<file path="src/rtl/aes_ctrl_fsm_pkg.sv">
// Shared types for the AES control slice: controller state encoding and default block stride.
package aes_package;

   typedef enum logic [2:0] {
      IDLE,
      STARTING,
      WORKING,
      NEXT,
      FINISHED
   } aes_ctrl_state_t;

   localparam int unsigned AES_BLOCK_BYTES = 16;

endpackage

</file>
<file path="src/rtl/aes_ctrl_fsm_blk_counter.sv">
// Block index counter for aes_ctrl_fsm: zeroed on job load or clear, stepped once per block,
// and flags the final block of the job.
module aes_blk_counter #(
   parameter int unsigned BLK_CNT_W = 16
) (
   input  logic                 clk,
   input  logic                 reset_n,
   input  logic                 clear,
   input  logic                 load_zero,
   input  logic                 inc,
   input  logic [BLK_CNT_W-1:0] count,
   output logic [BLK_CNT_W-1:0] idx,
   output logic                 last
);

   always_ff @(posedge clk or negedge reset_n) begin
      if (!reset_n) begin
         idx <= '0;
      end else if (clear || load_zero) begin
         idx <= '0;
      end else if (inc) begin
         idx <= idx + BLK_CNT_W'(1);
      end
   end

   // count is nonzero whenever last is consulted, so count-1 never underflows in use
   assign last = (idx == (count - BLK_CNT_W'(1)));

endmodule

</file>
<file path="src/rtl/aes_ctrl_fsm.sv">
// aes_ctrl_fsm: sequences a multi-block AES job across source/sink streamers and the engine.
// Optional watchdog compiled in only when AES_CTRL_FSM_TIMEOUT_EN is defined.
module aes_ctrl_fsm
   import aes_package::*;
#(
   parameter int unsigned BLK_CNT_W      = 16,
   parameter int unsigned ADDR_W         = 32,
   parameter int unsigned BLOCK_BYTES    = AES_BLOCK_BYTES,
   parameter int unsigned TIMEOUT_CYCLES = 1024
) (
   input  logic                 clk,
   input  logic                 reset_n,
   input  logic                 clear,
   input  logic                 start_i,
   input  logic [BLK_CNT_W-1:0] n_blocks_i,
   input  logic [ADDR_W-1:0]    src_base_i,
   input  logic [ADDR_W-1:0]    dst_base_i,
   input  logic                 src_ready_i,
   input  logic                 dst_ready_i,
   output logic                 src_req_o,
   output logic                 dst_req_o,
   output logic [ADDR_W-1:0]    src_addr_o,
   output logic [ADDR_W-1:0]    dst_addr_o,
   output logic                 eng_clear_o,
   output logic                 eng_start_o,
   output logic                 eng_enable_o,
   input  logic                 eng_done_i,
   output logic                 busy_o,
   output logic                 done_o,
   output logic                 err_o,
   output logic [BLK_CNT_W-1:0] blk_idx_o
);

   aes_ctrl_state_t      state_q, state_d;
   logic [BLK_CNT_W-1:0] n_blocks_q;
   logic [ADDR_W-1:0]    src_base_q, dst_base_q;
   logic [BLK_CNT_W-1:0] blk_idx;
   logic                 blk_last;
   logic                 job_load;
   logic                 blk_inc;
   logic                 timeout;

   always_ff @(posedge clk or negedge reset_n) begin
      if (!reset_n) begin
         state_q <= IDLE;
      end else if (clear) begin
         state_q <= IDLE;
      end else begin
         state_q <= state_d;
      end
   end

   always_comb begin
      state_d      = state_q;
      job_load     = 1'b0;
      blk_inc      = 1'b0;
      src_req_o    = 1'b0;
      dst_req_o    = 1'b0;
      eng_clear_o  = 1'b0;
      eng_start_o  = 1'b0;
      eng_enable_o = 1'b0;
      done_o       = 1'b0;
      unique case (state_q)
         IDLE: begin
            eng_clear_o = 1'b1;
            if (start_i) begin
               job_load = 1'b1;
               state_d  = (n_blocks_i == '0) ? FINISHED : STARTING;
            end
         end
         STARTING: begin
            src_req_o    = 1'b1;
            dst_req_o    = 1'b1;
            eng_start_o  = 1'b1;
            eng_enable_o = 1'b1;
            if (timeout) begin
               state_d = FINISHED;
            end else if (src_ready_i && dst_ready_i) begin
               state_d = WORKING;
            end
         end
         WORKING: begin
            eng_enable_o = 1'b1;
            if (timeout) begin
               state_d = FINISHED;
            end else if (eng_done_i) begin
               state_d = blk_last ? FINISHED : NEXT;
            end
         end
         NEXT: begin
            eng_enable_o = 1'b1;
            blk_inc      = 1'b1;
            state_d      = STARTING;
         end
         FINISHED: begin
            done_o  = 1'b1;
            state_d = IDLE;
         end
         default: state_d = IDLE;
      endcase
   end

   // Addresses come from the latched job so base inputs may change freely mid-job
   always_ff @(posedge clk or negedge reset_n) begin
      if (!reset_n) begin
         n_blocks_q <= '0;
         src_base_q <= '0;
         dst_base_q <= '0;
      end else if (clear) begin
         n_blocks_q <= '0;
         src_base_q <= '0;
         dst_base_q <= '0;
      end else if (job_load) begin
         n_blocks_q <= n_blocks_i;
         src_base_q <= src_base_i;
         dst_base_q <= dst_base_i;
      end
   end

   aes_blk_counter #(
      .BLK_CNT_W(BLK_CNT_W)
   ) u_blk_cnt (
      .clk      (clk),
      .reset_n  (reset_n),
      .clear    (clear),
      .load_zero(job_load),
      .inc      (blk_inc),
      .count    (n_blocks_q),
      .idx      (blk_idx),
      .last     (blk_last)
   );

   assign src_addr_o = src_base_q + (ADDR_W'(blk_idx) * ADDR_W'(BLOCK_BYTES));
   assign dst_addr_o = dst_base_q + (ADDR_W'(blk_idx) * ADDR_W'(BLOCK_BYTES));
   assign blk_idx_o  = blk_idx;
   assign busy_o     = (state_q != IDLE);

`ifdef AES_CTRL_FSM_TIMEOUT_EN
   localparam int unsigned WD_W = $clog2(TIMEOUT_CYCLES + 1);

   logic [WD_W-1:0] wdog_q;
   logic            wd_active;
   logic            err_q;

   assign wd_active = (state_q == STARTING) || (state_q == WORKING);
   assign timeout   = wd_active && (wdog_q == WD_W'(TIMEOUT_CYCLES - 1));

   // Any state change restarts the count, covering every entry into STARTING or WORKING
   always_ff @(posedge clk or negedge reset_n) begin
      if (!reset_n) begin
         wdog_q <= '0;
         err_q  <= 1'b0;
      end else if (clear) begin
         wdog_q <= '0;
         err_q  <= 1'b0;
      end else begin
         if (state_d != state_q) begin
            wdog_q <= '0;
         end else if (wd_active) begin
            wdog_q <= wdog_q + WD_W'(1);
         end
         if (job_load) begin
            err_q <= 1'b0;
         end else if (timeout) begin
            err_q <= 1'b1;
         end
      end
   end

   assign err_o = err_q;
`else
   assign timeout = 1'b0;
   assign err_o   = 1'b0;
`endif

endmodule

</file>
<file path="config.mk">
export PLATFORM = sky130hd
export DESIGN_NAME = aes_ctrl_fsm
export DESIGN_NICKNAME = d
export VERILOG_FILES = /design/src/rtl/aes_ctrl_fsm_pkg.sv /design/src/rtl/aes_ctrl_fsm_blk_counter.sv /design/src/rtl/aes_ctrl_fsm.sv
export SDC_FILE = /design/constraint.sdc
export NUM_CORES = 1
export LEC_CHECK = 0
export BUFFER_PORTS_ARGS = -buffer_cell sky130_fd_sc_hd__buf_2
export CORE_MARGIN = 5
export CORE_UTILIZATION = 40
export DETAILED_ROUTE_END_ITERATION = 6
export PLACE_DENSITY = 0.66
export SYNTH_ARGS = -nofsm -noshare
export SYNTH_HDL_FRONTEND = slang
export SYNTH_SLANG_ARGS = --single-unit
</file>
<file path="constraint.sdc">
create_clock -name clk -period 2.7 [get_ports clk]
set_clock_uncertainty 0.05 [all_clocks]
set_input_delay 0.27 -clock clk [delete_from_list [all_inputs] [get_ports clk]]
set_output_delay 0.27 -clock clk [all_outputs]
set_load 0.01 [all_outputs]
</file>
==> qor.txt <==
Area of the multi-input gates - 0.00441 mm^2
Initial antenna violation count - 0
Syn nets - 954
Syn Inst Count - 831
DRC Markers - 0
Post-route setup TNS - -9.76 ns
Post-synthesis compound-gate area fraction - 0.185
Pre-CTS setup slack - -0.146 ns
Layout cells sized above 1 - 0.346
Crit Reg-Reg Endpoint - state_q[2]$_DFFE_PN0P_
Worst stage delay on the critical path - 0.43 ns
Worst-Margin Slew - 0.801 ns
Max clock buf depth - 2
Port Buffers - 173
H-tree depth - 3
Largest net degree at the start of global routing - 51
Worst Hold End - dst_base_q[1]$_DFFE_PN0N_
Number of global-route vias before repair - 6,802
Number of synthesized register bits - 99
Average wire per standard cell - 16.5 um
Tcrit/Tclk final - 1.14
Vias per cell - 5.20
Final WS setup - -0.380 ns
Slew headroom - 0.464
Min Tclk post-route - 3.08 ns
Post-synthesis cell type count - 62
Ys Warns - 0
Skew-Pair Late Insertion Delay - 0.36 ns
WL final - 21.2 mm
CP cell instances - buf_4, ha_4, buf_4, buf_4, a211oi_4, o211ai_1, buf_4, buf_4, buf_4, buf_4, buf_4, nand2_1, xnor2_1, buf_2
FF+latch area - 0.00248 mm^2
Synthesized-area fraction occupied by adder cells - 0.0690
Power density cells - 423 mW/mm^2
Largest family of logic cells by synthesized area - simple AND/OR/NAND/NOR gates
Netlist Area Pre-Place - 0.00675 mm^2
Nets - 1,186
Most frequent cells in the layout - nand2_1 (185), buf_2 (172), a21oi_1 (101)
Reg-to-reg critical path startpoint - u_blk_cnt.idx[3]$_DFFE_PN0P_
Status - finished with violations
Sink Count - 99
Arr. time, crit path - 2.76 ns
Max VDD drop - 316 uV
Req. time, crit path - 2.38 ns
Hold path start - dst_base_i[1]
Reg2reg path depth - 11
Worst path slowest cell - dfrtp_2
Synth async-reset ratio - 1.00
Worst setup EP type - primary output
Simple-Gate Fraction of Synth Area - 0.231
Gr ovfl total - 0
Initial core utilization - 0.407
XOR/XNOR Fraction of Synth Area - 0.0987
Setup violation total in the final timing report - 43
Synthesized area per cell - 8.12 um^2
Filler cells - 1,599
Clk slew on worst S/H paths - 0.07 ns
Tot Pwr - 3.88 mW
Worst Hold Class - input port to flip-flop
Mux contribution to synthesized area - 0.00148
EDFF count, synth - 0
Most used DFF post-synth - dfrtp_1
Startpoint Class - flip-flop
Root buffer cell - clkbuf_16
Hold path depth - 3
Fin Hold WS - 0.0866 ns
Critical path class - flip-flop to primary output
Vias - 6,702
Die width - 140 um
Clock buffer count from CTS - 9
Global Route Usage Sum - 0.216
Iteration-0 DRC Markers - 291
Worst-path fanout max - 3
Drt pass-1 iters - 4
Failing checks - setup timing
DIE HEIGHT - 140 um
Most frequent CP cell - buf_4
Post-route ant nets - 0
DP HPWL - 15.5 mm
# diodes - 0
Fmax - 325 MHz
Util after Layout - 0.553
Final Hold Fails - 0
CTS tree - done
RePlAce Congestion - 0.944
RSZ-0062 raised after global routing - true
Area Overhead vs Synth - 36.0%
Most common library cell in the layout ignoring fill and taps - nand2_1
Static leakage - 4.52 nW
CP bufs+invs - 9
I/O Pins - 175
Final Max Slew Viols - 0
Cell Rows - 47
First-pass GRT wire length - 34.9 mm
Max Cap Viol - 0
Reg2reg setup slack - 0.15 ns
Largest delay share family, worst path - buffers and inverters
Seq/Total Area, Yosys - 0.367
Die ar. - 0.0196 mm^2
Core area - 0.0166 mm^2
[power breakdown]
part / leakage, nW / total, mW / switching (mW) / internal, mW
clock network: 0.160 / 1.44 / 0.621 / 0.820
logic: 3.03 / 0.805 / 0.468 / 0.338
registers: 1.34 / 1.63 / 0.0753 / 1.56
total: 4.52 / 3.88 / 1.16 / 2.72
[cell families (layout without fill, tap and decap cells)]
group | count (synthesis) | in the layout
and+or+nand+nor | 344 | 344
AOI/OAI and AO/OA | 207 | 207
DFF | 99 | 99
xor gates and xnor gates | 76 | 76
buffers and inverters | 67 | 304
adders and majority gates | 36 | 36
other | 1 | 1
muxes | 1 | 1
[worst reg2reg max path: cells and delay by family (launching register included)]
| family | cells | cell delay [ns] |
|---|---|---|
| buffers and inverters | 4 | 0.59 |
| AOI/OAI and AO/OA | 3 | 0.59 |
| and+or+nand+nor | 2 | 0.54 |
| DFF | 1 | 0.41 |
| xor gates and xnor gates | 2 | 0.32 |
[stage by stage]
step	instance area [um^2]	cells
4_1_cts	8980	1277
6_report	9180	1288
3_5_place_dp	8130	1239
2_1_floorplan	6750	831
5_1_grt	9180	1288
3_3_place_gp	8130	1239
[what timing repair did]
item / 4_1_cts / 5_1_grt
endpoints found under the setup margin: 44 / 47
pin swaps: 38 / 29
hold endpoints to repair: 37 / 0
gates cloned: 0 / 0
resized for setup: 70 / 26
hold buffers: 1 / 0
setup buffers: 21 / 13
[worst max-delay path by stage]
| stage | start | endpoint | slack, ns | cells after the start |
|---|---|---|---|---|
| floorplan | u_blk_cnt.idx[0]$_DFFE_PN0P_ | dst_addr_o[30] | 0.002 | 10 |
| global placement | u_blk_cnt.idx[0]$_DFFE_PN0P_ | dst_addr_o[20] | -0.1 | 12 |
| detailed placement | u_blk_cnt.idx[1]$_DFFE_PN0P_ | dst_addr_o[26] | -0.15 | 11 |
| CTS | u_blk_cnt.idx[0]$_DFFE_PN0P_ | dst_addr_o[26] | -0.38 | 12 |
| global route | u_blk_cnt.idx[0]$_DFFE_PN0P_ | src_addr_o[11] | -0.49 | 14 |
| finish | u_blk_cnt.idx[0]$_DFFE_PN0P_ | src_addr_o[11] | -0.38 | 14 |
[layer usage]
metal  routed length (um)  GRT usage  vias up
met4                  382     0.0683        0
met5                    0          0        -
met3                 1030     0.0388       25
met1                 9350      0.286     3190
met2                10500      0.361      158
li1                     -          -     3329
[flip-flops by register name, indices dropped and copies added (netlist names)]
register,flops
n_blocks_q,16
u_blk_cnt.idx,16
dst_base_q,32
src_base_q,32
state_q,3
[cell type report]
type,instances,share of cell area
Clock buffer,9,0.0245
Clock inverter,7,0.0109
Inverter,19,0.00777
Timing Repair Buffer,269,0.176
Sequential cell,99,0.271
Tap cell,220,0.0300
Multi-Input combinational cell,665,0.480
[cells in the mapped netlist (all sizes together) (2+ instances only)]
library cell,n,area (um^2)
a2111oi,2,23.8
a211oi,10,75.1
a21boi,4,30.0
a21o,11,82.6
a21oi,109,546
a221oi,2,23.8
a311oi,3,26.3
a31oi,7,43.8
and2,2,12.5
and3,11,68.8
and3b,2,18.8
and4,4,35.0
buf,15,118
clkbuf,33,134
dfrtp,99,2480
fa,2,40.0
ha,34,425
inv,19,71.3
nand2,187,704
nand2b,6,37.5
nand3,19,95.1
nand3b,2,15.0
nand4,7,43.8
nor2,61,229
nor2b,4,25.0
nor3,15,86.3
nor3b,4,30.0
nor4,8,65.1
o211ai,6,45.0
o21a,12,90.1
o21ai,27,135
o41ai,4,35.0
or3,6,37.5
xnor2,46,403
xor2,30,263
(Power assumes the default switching activity.)
